--- src/rtl/simple_spi_master.sv ---
`default_nettype none
// ============================================================================
// Module   : simple_spi_master
// Purpose  : SPI master, all CPOL/CPHA modes, selectable bit order, one word
//            per trigger inside a CS frame held while xfer_enable is high.
// Revision : 1.0 - initial release
// ============================================================================
module simple_spi_master #(
    parameter int WORDWIDTH                 = 8,
    parameter int PRESCALER_WIDTH           = 8,
    parameter int SYNCHRONIZE_MISO_FOR_CLKS = 2
) (
    input  logic                       system_clk,
    input  logic                       rst_n,
    input  logic [PRESCALER_WIDTH-1:0] clk_div,
    input  logic                       cpol,
    input  logic                       cpha,
    input  logic                       msb_first,
    input  logic                       xfer_enable,
    input  logic                       xfer_word_trigger,
    output logic                       xfer_word_completed,
    input  logic [WORDWIDTH-1:0]       data_tx,
    output logic [WORDWIDTH-1:0]       data_rx,
    output logic                       spi_cs,
    output logic                       spi_clk,
    input  logic                       spi_miso,
    output logic                       spi_mosi
);
    localparam int c_EDGE_W = $clog2(2 * WORDWIDTH + 1);
    localparam int c_SYNC   = SYNCHRONIZE_MISO_FOR_CLKS;
    localparam logic [c_EDGE_W-1:0] c_EDGES = c_EDGE_W'(2 * WORDWIDTH);
    localparam logic [c_EDGE_W-1:0] c_LAST  = c_EDGE_W'(1);

    typedef enum logic [1:0] {
        ST_IDLE  = 2'd0,
        ST_READY = 2'd1,
        ST_BUSY  = 2'd2
    } state_t;

    state_t                     r_state;
    state_t                     w_state_next;
    logic [PRESCALER_WIDTH-1:0] r_div;
    logic [PRESCALER_WIDTH-1:0] r_cnt;
    logic [c_EDGE_W-1:0]        r_edges;
    logic                       r_phase;
    logic                       r_cpol;
    logic                       r_cpha;
    logic                       r_msb;
    logic [WORDWIDTH-1:0]       r_tx;
    logic [WORDWIDTH-1:0]       r_rx_shift;
    logic [WORDWIDTH-1:0]       r_data_rx;
    logic                       r_mosi;
    logic                       r_done;
    logic [c_SYNC-1:0]          r_sync;
    logic [c_SYNC-1:0]          r_pipe;
    logic [c_SYNC-1:0]          w_pipe_rest;

    logic                       w_busy;
    logic                       w_start;
    logic                       w_toggle;
    logic                       w_sample_edge;
    logic                       w_shift_edge;
    logic                       w_capture;
    logic                       w_finish;
    logic                       w_complete;
    logic                       w_miso;
    logic                       w_next_bit;
    logic [WORDWIDTH-1:0]       w_tx_shifted;
    logic [WORDWIDTH-1:0]       w_rx_next;
    logic [PRESCALER_WIDTH-1:0] w_div_eff;

    assign w_busy        = (r_state == ST_BUSY);
    assign w_start       = (r_state == ST_READY) && xfer_enable && xfer_word_trigger;
    assign w_div_eff     = (clk_div == '0) ? PRESCALER_WIDTH'(1) : clk_div;
    assign w_toggle      = w_busy && (r_cnt == '0) && (r_edges != '0);
    // Sampling edge is leading (phase 0->1) for cpha=0, trailing for cpha=1.
    assign w_sample_edge = w_toggle && (r_phase == r_cpha);
    assign w_shift_edge  = w_toggle && (r_phase != r_cpha) && (r_cpha || (r_edges != c_LAST));
    assign w_miso        = r_sync[c_SYNC-1];
    // Each pending sample matures c_SYNC cycles after its edge, matching synchronizer latency.
    assign w_capture     = w_busy && r_pipe[c_SYNC-1];
    assign w_pipe_rest   = r_pipe << 1;
    assign w_finish      = w_busy && (r_edges == '0) && (w_pipe_rest == '0);
    assign w_complete    = w_finish && xfer_enable;
    assign w_next_bit    = r_msb ? r_tx[WORDWIDTH-1] : r_tx[0];
    assign w_tx_shifted  = r_msb ? (r_tx << 1) : (r_tx >> 1);
    assign w_rx_next     = !w_capture ? r_rx_shift :
                           r_msb ? {r_rx_shift[WORDWIDTH-2:0], w_miso}
                                 : {w_miso, r_rx_shift[WORDWIDTH-1:1]};

    always_ff @(posedge system_clk) begin
        if (!rst_n) begin
            r_state <= ST_IDLE;
        end else begin
            r_state <= w_state_next;
        end
    end

    always_comb begin
        w_state_next = r_state;
        if (!xfer_enable) begin
            w_state_next = ST_IDLE;
        end else begin
            case (r_state)
                ST_IDLE:  w_state_next = ST_READY;
                ST_READY: if (xfer_word_trigger) w_state_next = ST_BUSY;
                ST_BUSY:  if (w_finish) w_state_next = ST_READY;
                default:  w_state_next = ST_IDLE;
            endcase
        end
    end

    always_ff @(posedge system_clk) begin
        if (!rst_n) begin
            r_div      <= '0;
            r_cnt      <= '0;
            r_edges    <= '0;
            r_phase    <= 1'b0;
            r_cpol     <= 1'b0;
            r_cpha     <= 1'b0;
            r_msb      <= 1'b0;
            r_tx       <= '0;
            r_rx_shift <= '0;
            r_data_rx  <= '0;
            r_mosi     <= 1'b0;
            r_done     <= 1'b0;
            r_sync     <= '0;
            r_pipe     <= '0;
        end else begin
            r_sync <= (r_sync << 1) | c_SYNC'(spi_miso);
            r_done <= w_complete;
            if (w_complete) begin
                r_data_rx <= w_rx_next;
            end
            if (w_start) begin
                r_div   <= w_div_eff;
                r_cnt   <= w_div_eff - PRESCALER_WIDTH'(1);
                r_edges <= c_EDGES;
                r_phase <= 1'b0;
                r_cpol  <= cpol;
                r_cpha  <= cpha;
                r_msb   <= msb_first;
                r_pipe  <= '0;
                if (!cpha) begin
                    // cpha=0 presents the first bit before the first edge.
                    r_mosi <= msb_first ? data_tx[WORDWIDTH-1] : data_tx[0];
                    r_tx   <= msb_first ? (data_tx << 1) : (data_tx >> 1);
                end else begin
                    r_tx   <= data_tx;
                end
            end else if (w_busy && xfer_enable) begin
                r_pipe     <= (r_pipe << 1) | c_SYNC'(w_sample_edge);
                r_rx_shift <= w_rx_next;
                if (w_toggle) begin
                    r_phase <= ~r_phase;
                    r_edges <= r_edges - c_LAST;
                    r_cnt   <= r_div - PRESCALER_WIDTH'(1);
                end else if (r_cnt != '0) begin
                    r_cnt <= r_cnt - PRESCALER_WIDTH'(1);
                end
                if (w_shift_edge) begin
                    r_mosi <= w_next_bit;
                    r_tx   <= w_tx_shifted;
                end
            end else begin
                r_phase <= 1'b0;
                r_pipe  <= '0;
            end
        end
    end

    assign spi_cs              = (r_state != ST_IDLE);
    assign spi_clk             = (w_busy ? r_cpol : cpol) ^ r_phase;
    assign spi_mosi            = r_mosi;
    assign data_rx             = r_data_rx;
    assign xfer_word_completed = r_done;

endmodule
`default_nettype wire

--- config.mk ---
export PLATFORM = sky130hd
export DESIGN_NAME = simple_spi_master
export DESIGN_NICKNAME = d
export VERILOG_FILES = /design/src/rtl/simple_spi_master.sv
export SDC_FILE = /design/constraint.sdc
export NUM_CORES = 1
export LEC_CHECK = 0
export ABC_CLOCK_PERIOD_IN_PS = 6810
export BUFFER_PORTS_ARGS = -buffer_cell sky130_fd_sc_hd__buf_4
export CAP_MARGIN = 20
export CORE_MARGIN = 4
export CORE_UTILIZATION = 45
export DETAILED_ROUTE_END_ITERATION = 10
export GPL_TIMING_DRIVEN = 0
export SETUP_SLACK_MARGIN = 0.1
export SKIP_LAST_GASP = 1
export SYNTH_ARGS = -nofsm -noshare
export SYNTH_HDL_FRONTEND = slang
export SYNTH_SLANG_ARGS = --single-unit
--- constraint.sdc ---
create_clock -name system_clk -period 6.81 [get_ports system_clk]
set_clock_uncertainty 0.05 [all_clocks]
set_input_delay 1.0215 -clock system_clk [delete_from_list [all_inputs] [get_ports system_clk]]
set_output_delay 1.0215 -clock system_clk [all_outputs]
set_load 0.005 [all_outputs]
==> results.md <==
- The worst pin sits at a relative slew slack of 0.577.
- Of the cells placed in the final design, the portion with a size suffix greater than 1 is 0.153.
- The via count is 2746.
- After clock tree synthesis, the clock-pin slew on the worst setup and hold paths is 0.07 ns.
- The worst setup path is captured at a flop.
- The wire length of the first global-routing pass is 12.5 mm.
- The setup violation total in the final timing report is 0.
- The cell area that synthesis handed to floorplanning was 3020 um^2.
- The proportion of register bits with asynchronous set or reset after synthesis is 0.
- The leakage power summed over all cells is 1.31 nW.
- The most instantiated flip-flop cell in the synthesis netlist is sky130_fd_sc_hd__dfxtp_1.
- In this run the core area contains 29 standard-cell rows.
- For this run, the top clock speed supported by timing is 0.357 GHz.
- The core box area is 6420 um^2.
- The max-capacitance violation count is 0.
- In this run the most critical hold path is launched from r_sync[0].
- The register-to-register setup slack is 4.29 ns.
- The final hold violation count came to 0.
- Leaving out fill and tap cells, the most frequent cells in the layout are 57 x sky130_fd_sc_hd__dfxtp_1, 48 x sky130_fd_sc_hd__nor2_1, 46 x sky130_fd_sc_hd__nand2_1, 36 x sky130_fd_sc_hd__a21oi_1, 34 x sky130_fd_sc_hd__buf_4.
- Of the total power, the clock network draws 0.403.
- The number of clock buffers inserted by TritonCTS is 9.
- Of the total power, the share spent switching nets is 0.256.
- After global routing the overflow that remains totals 0.
- The element type at the critical path start is an input pin.
- The worst register-to-register path begins at r_state[0].
- The post-synthesis net count is 396.
- Setup repair after global routing left no endpoint under its margin.
- After routing, the total negative slack on setup checks comes to 0 ns.
- The via count of the first global-routing pass is 2577.
- The final critical path time including I/O delays and setup is 2.80 ns.
- The detailed-route wire length per cell is 14.9 um.
- Clock tree synthesis found a total of 57 sinks.
- For this run, the total global-route usage over all layers was measured as 0.189.
- The number of enable-type register cells in the synthesized netlist is 0.
- The highest fanout seen on the critical path is 3.
- The run finished with clean final reports.
- The floorplan die area is 8080 um^2.
- Entering global routing, the biggest net connects 11 pins.
- Final hold analysis gives a worst-case slack of 0.395 ns.
- The die is 89.9 um wide.
- Buffers placed on the I/O ports in this run total 34.
- The maximum number of buffers from clock root to sink is 2.
- The sequential share of power is 0.488.
- In this run, the number of DRC markers left after iteration 0 of detailed routing was 114.
- The worst endpoint data arrival time is 3.01 ns.
- The fraction of power consumed by combinational cells is 0.109.
- The congestion estimate from routability-driven global placement came to 0.869.
- The most common cell after layout, fill and taps aside is sky130_fd_sc_hd__dfxtp_1.
- The effective utilization at floorplan is 0.470.
- The multi-input combinational cells in the finished layout cover a total of 1720 um^2.
- Once the clock tree was built, the setup fixing pass inserted 0 buffers.
- The total wire length is 7.39 mm.
- IR analysis of the VDD net gives a maximum drop of 121 uV.
- The relative area change from synthesis to final layout is 17.4%.
- The tree is rooted in a sky130_fd_sc_hd__clkbuf_8.
- By startpoint and endpoint, the worst setup path is classified as input pin to flop.
- Once detailed placement completed, the half-perimeter wirelength came to 5.33 mm.
- Buffers inserted to repair hold after CTS numbered 0.
- The number of detailed-route iterations in the first pass is 4.
- The sequential fraction of the synthesis area is 0.378.
- The number of pins with negative max-slew slack in the final report is 0.
- The critical register-to-register path endpoint is r_cnt[6].
- The cell count of the worst hold path is 1.
- The synthesized instance count is 368.
- The total power is 0.704 mW.
- The maximum level of the CTS H-tree is 3.
- The number of instances resized during post-cts repair is 0.
- The CTS tree is yes.
- The average instance area after synthesis is 8.20 um^2.
- The cell-internal power is 0.524 mW.
- Counting distinct cell types in the post-synthesis netlist gives 50.
- Yosys printed 0 warnings.
- The count of fill cells added during filler insertion is 608.
- After synthesis the netlist holds a flip-flop and latch count of 57.
- The path class of the tightest hold or removal check is flop to flop.
- Using the TritonRoute via totals, the vias-per-cell ratio works out to 5.55.
- The number of cells on the worst reg-to-reg path is 11.
- The register area is 1140 um^2.
- 0 antenna diodes ended up in the layout.
- In this run the power density over the cells is 199 nW/um^2.
- The count of nets after finishing is 441.
- For the pin with the worst max-slew slack, the measured transition is 0.635 ns.
- For this design the total switching power over the nets is 0.181 mW.
- The clock latency at the later pin of the worst-skew pair is 0.34 ns.
- The count of nets left with antenna violations once routing finished came out at 0.
- The initial antenna violation count is 0.
- The die is 89.9 um tall.
- During I/O placement, the number of pins put on the boundary was 36.
- Of the available clock period, the critical path in the final layout requires 0.412.
- STA puts the critical path data required time at 7.02 ns.
- The worst hold path endpoint is r_sync[1].
- The remaining routing DRC violations is 0.
[registers in the layout (all words and copies together) (netlist names), 2 cells and up]
| signal | flops |
|---|---|
| data_rx | 8 |
| r_rx_shift | 8 |
| r_cnt | 8 |
| r_pipe | 2 |
| r_tx | 8 |
| r_sync | 2 |
| r_edges | 5 |
| r_div | 8 |
| r_state | 2 |
[worst max path at each step]
stage	startpoint	to	slack (ns)	cells past startpoint
after floorplan	xfer_enable	r_cnt[6]	4.20	10
after global placement	clk_div[2]	r_cnt[6]	3.66	10
after detailed placement	clk_div[2]	r_cnt[6]	3.67	10
after CTS	r_state[0]	spi_clk	3.98	5
after global routing	r_state[0]	spi_clk	3.86	5
final	clk_div[2]	r_cnt[6]	4.01	10
[critical path, cell delays in order]
cell	delay [ns]
sky130_fd_sc_hd__buf_4	0.12
sky130_fd_sc_hd__nor4_1	0.41
sky130_fd_sc_hd__a211oi_1	0.17
sky130_fd_sc_hd__a21oi_1	0.41
sky130_fd_sc_hd__inv_1	0.09
sky130_fd_sc_hd__ha_1	0.22
sky130_fd_sc_hd__o211ai_1	0.14
sky130_fd_sc_hd__a211oi_2	0.07
sky130_fd_sc_hd__xnor2_1	0.13
sky130_fd_sc_hd__a211oi_1	0.22
[kinds of logic (layout without fill, tap and decap cells)]
family	count (synthesis)	count (layout)	synth area share
AO/OA/AOI/OAI	102	102	0.216
XOR/XNOR	10	10	0.0290
adder cells (fa/ha/maj)	4	4	0.0166
buffers and inverters	36	86	0.0522
flip-flops	57	57	0.378
multiplexers	25	25	0.0829
AND/OR/NAND/NOR	134	134	0.225
[stage by stage]
stage	std cells	utilization	setup WS (ns)	instance area [um^2]
after floorplan	368	-	4.20	3020
after global placement	479	0.525	3.66	3370
after detailed placement	479	0.525	3.67	3370
after CTS	495	0.552	3.98	3540
after global routing	495	0.552	3.86	3540
final	495	0.552	4.01	3540
[per-layer routing]
layer | GRT usage | vias up | part of all wire
met1 | 0.252 | 1260 | 0.50
met2 | 0.284 | 78 | 0.42
li1 | - | 1393 | -
met3 | 0.0559 | 15 | 0.059
met5 | 0 | - | 0
met4 | 0.0778 | 0 | 0.021
[final cells by class]
class | instances | area share
multi-input combinational | 275 | 0.485
sequential | 57 | 0.322
timing repair buffer | 34 | 0.0720
clock buffer | 13 | 0.0448
buffer | 27 | 0.0350
tap | 77 | 0.0272
inverter | 9 | 0.00953
clock inverter | 3 | 0.00424
[synth_stat cells (4+ instances only)]
library cell / number / area, um^2
sky130_fd_sc_hd__a211oi_1: 20 / 150
sky130_fd_sc_hd__nor2_1: 48 / 180
sky130_fd_sc_hd__a211o_1: 7 / 61.3
sky130_fd_sc_hd__nand2_1: 46 / 173
sky130_fd_sc_hd__buf_2: 6 / 30.0
sky130_fd_sc_hd__o211ai_1: 4 / 30.0
sky130_fd_sc_hd__ha_1: 4 / 50.1
sky130_fd_sc_hd__a21oi_1: 36 / 180
sky130_fd_sc_hd__clkbuf_1: 16 / 60.1
sky130_fd_sc_hd__o21ai_0: 21 / 105
sky130_fd_sc_hd__mux2i_1: 25 / 250
sky130_fd_sc_hd__dfxtp_1: 57 / 1140
sky130_fd_sc_hd__inv_1: 9 / 33.8
sky130_fd_sc_hd__xor2_1: 4 / 35.0
sky130_fd_sc_hd__xnor2_1: 6 / 52.6
sky130_fd_sc_hd__and2_1: 4 / 25.0
sky130_fd_sc_hd__nand3b_1: 4 / 30.0
[power by group through the flow]
stage                     logic [mW]  clock network, mW  registers (mW)
after floorplan               0.0496                  0           0.350
after global placement        0.0764                  0           0.351
after detailed placement      0.0764                  0           0.351
after CTS                     0.0768              0.292           0.344
after global routing          0.0855              0.309           0.345
final                         0.0767              0.284           0.344
(Power assumes the default switching activity.)
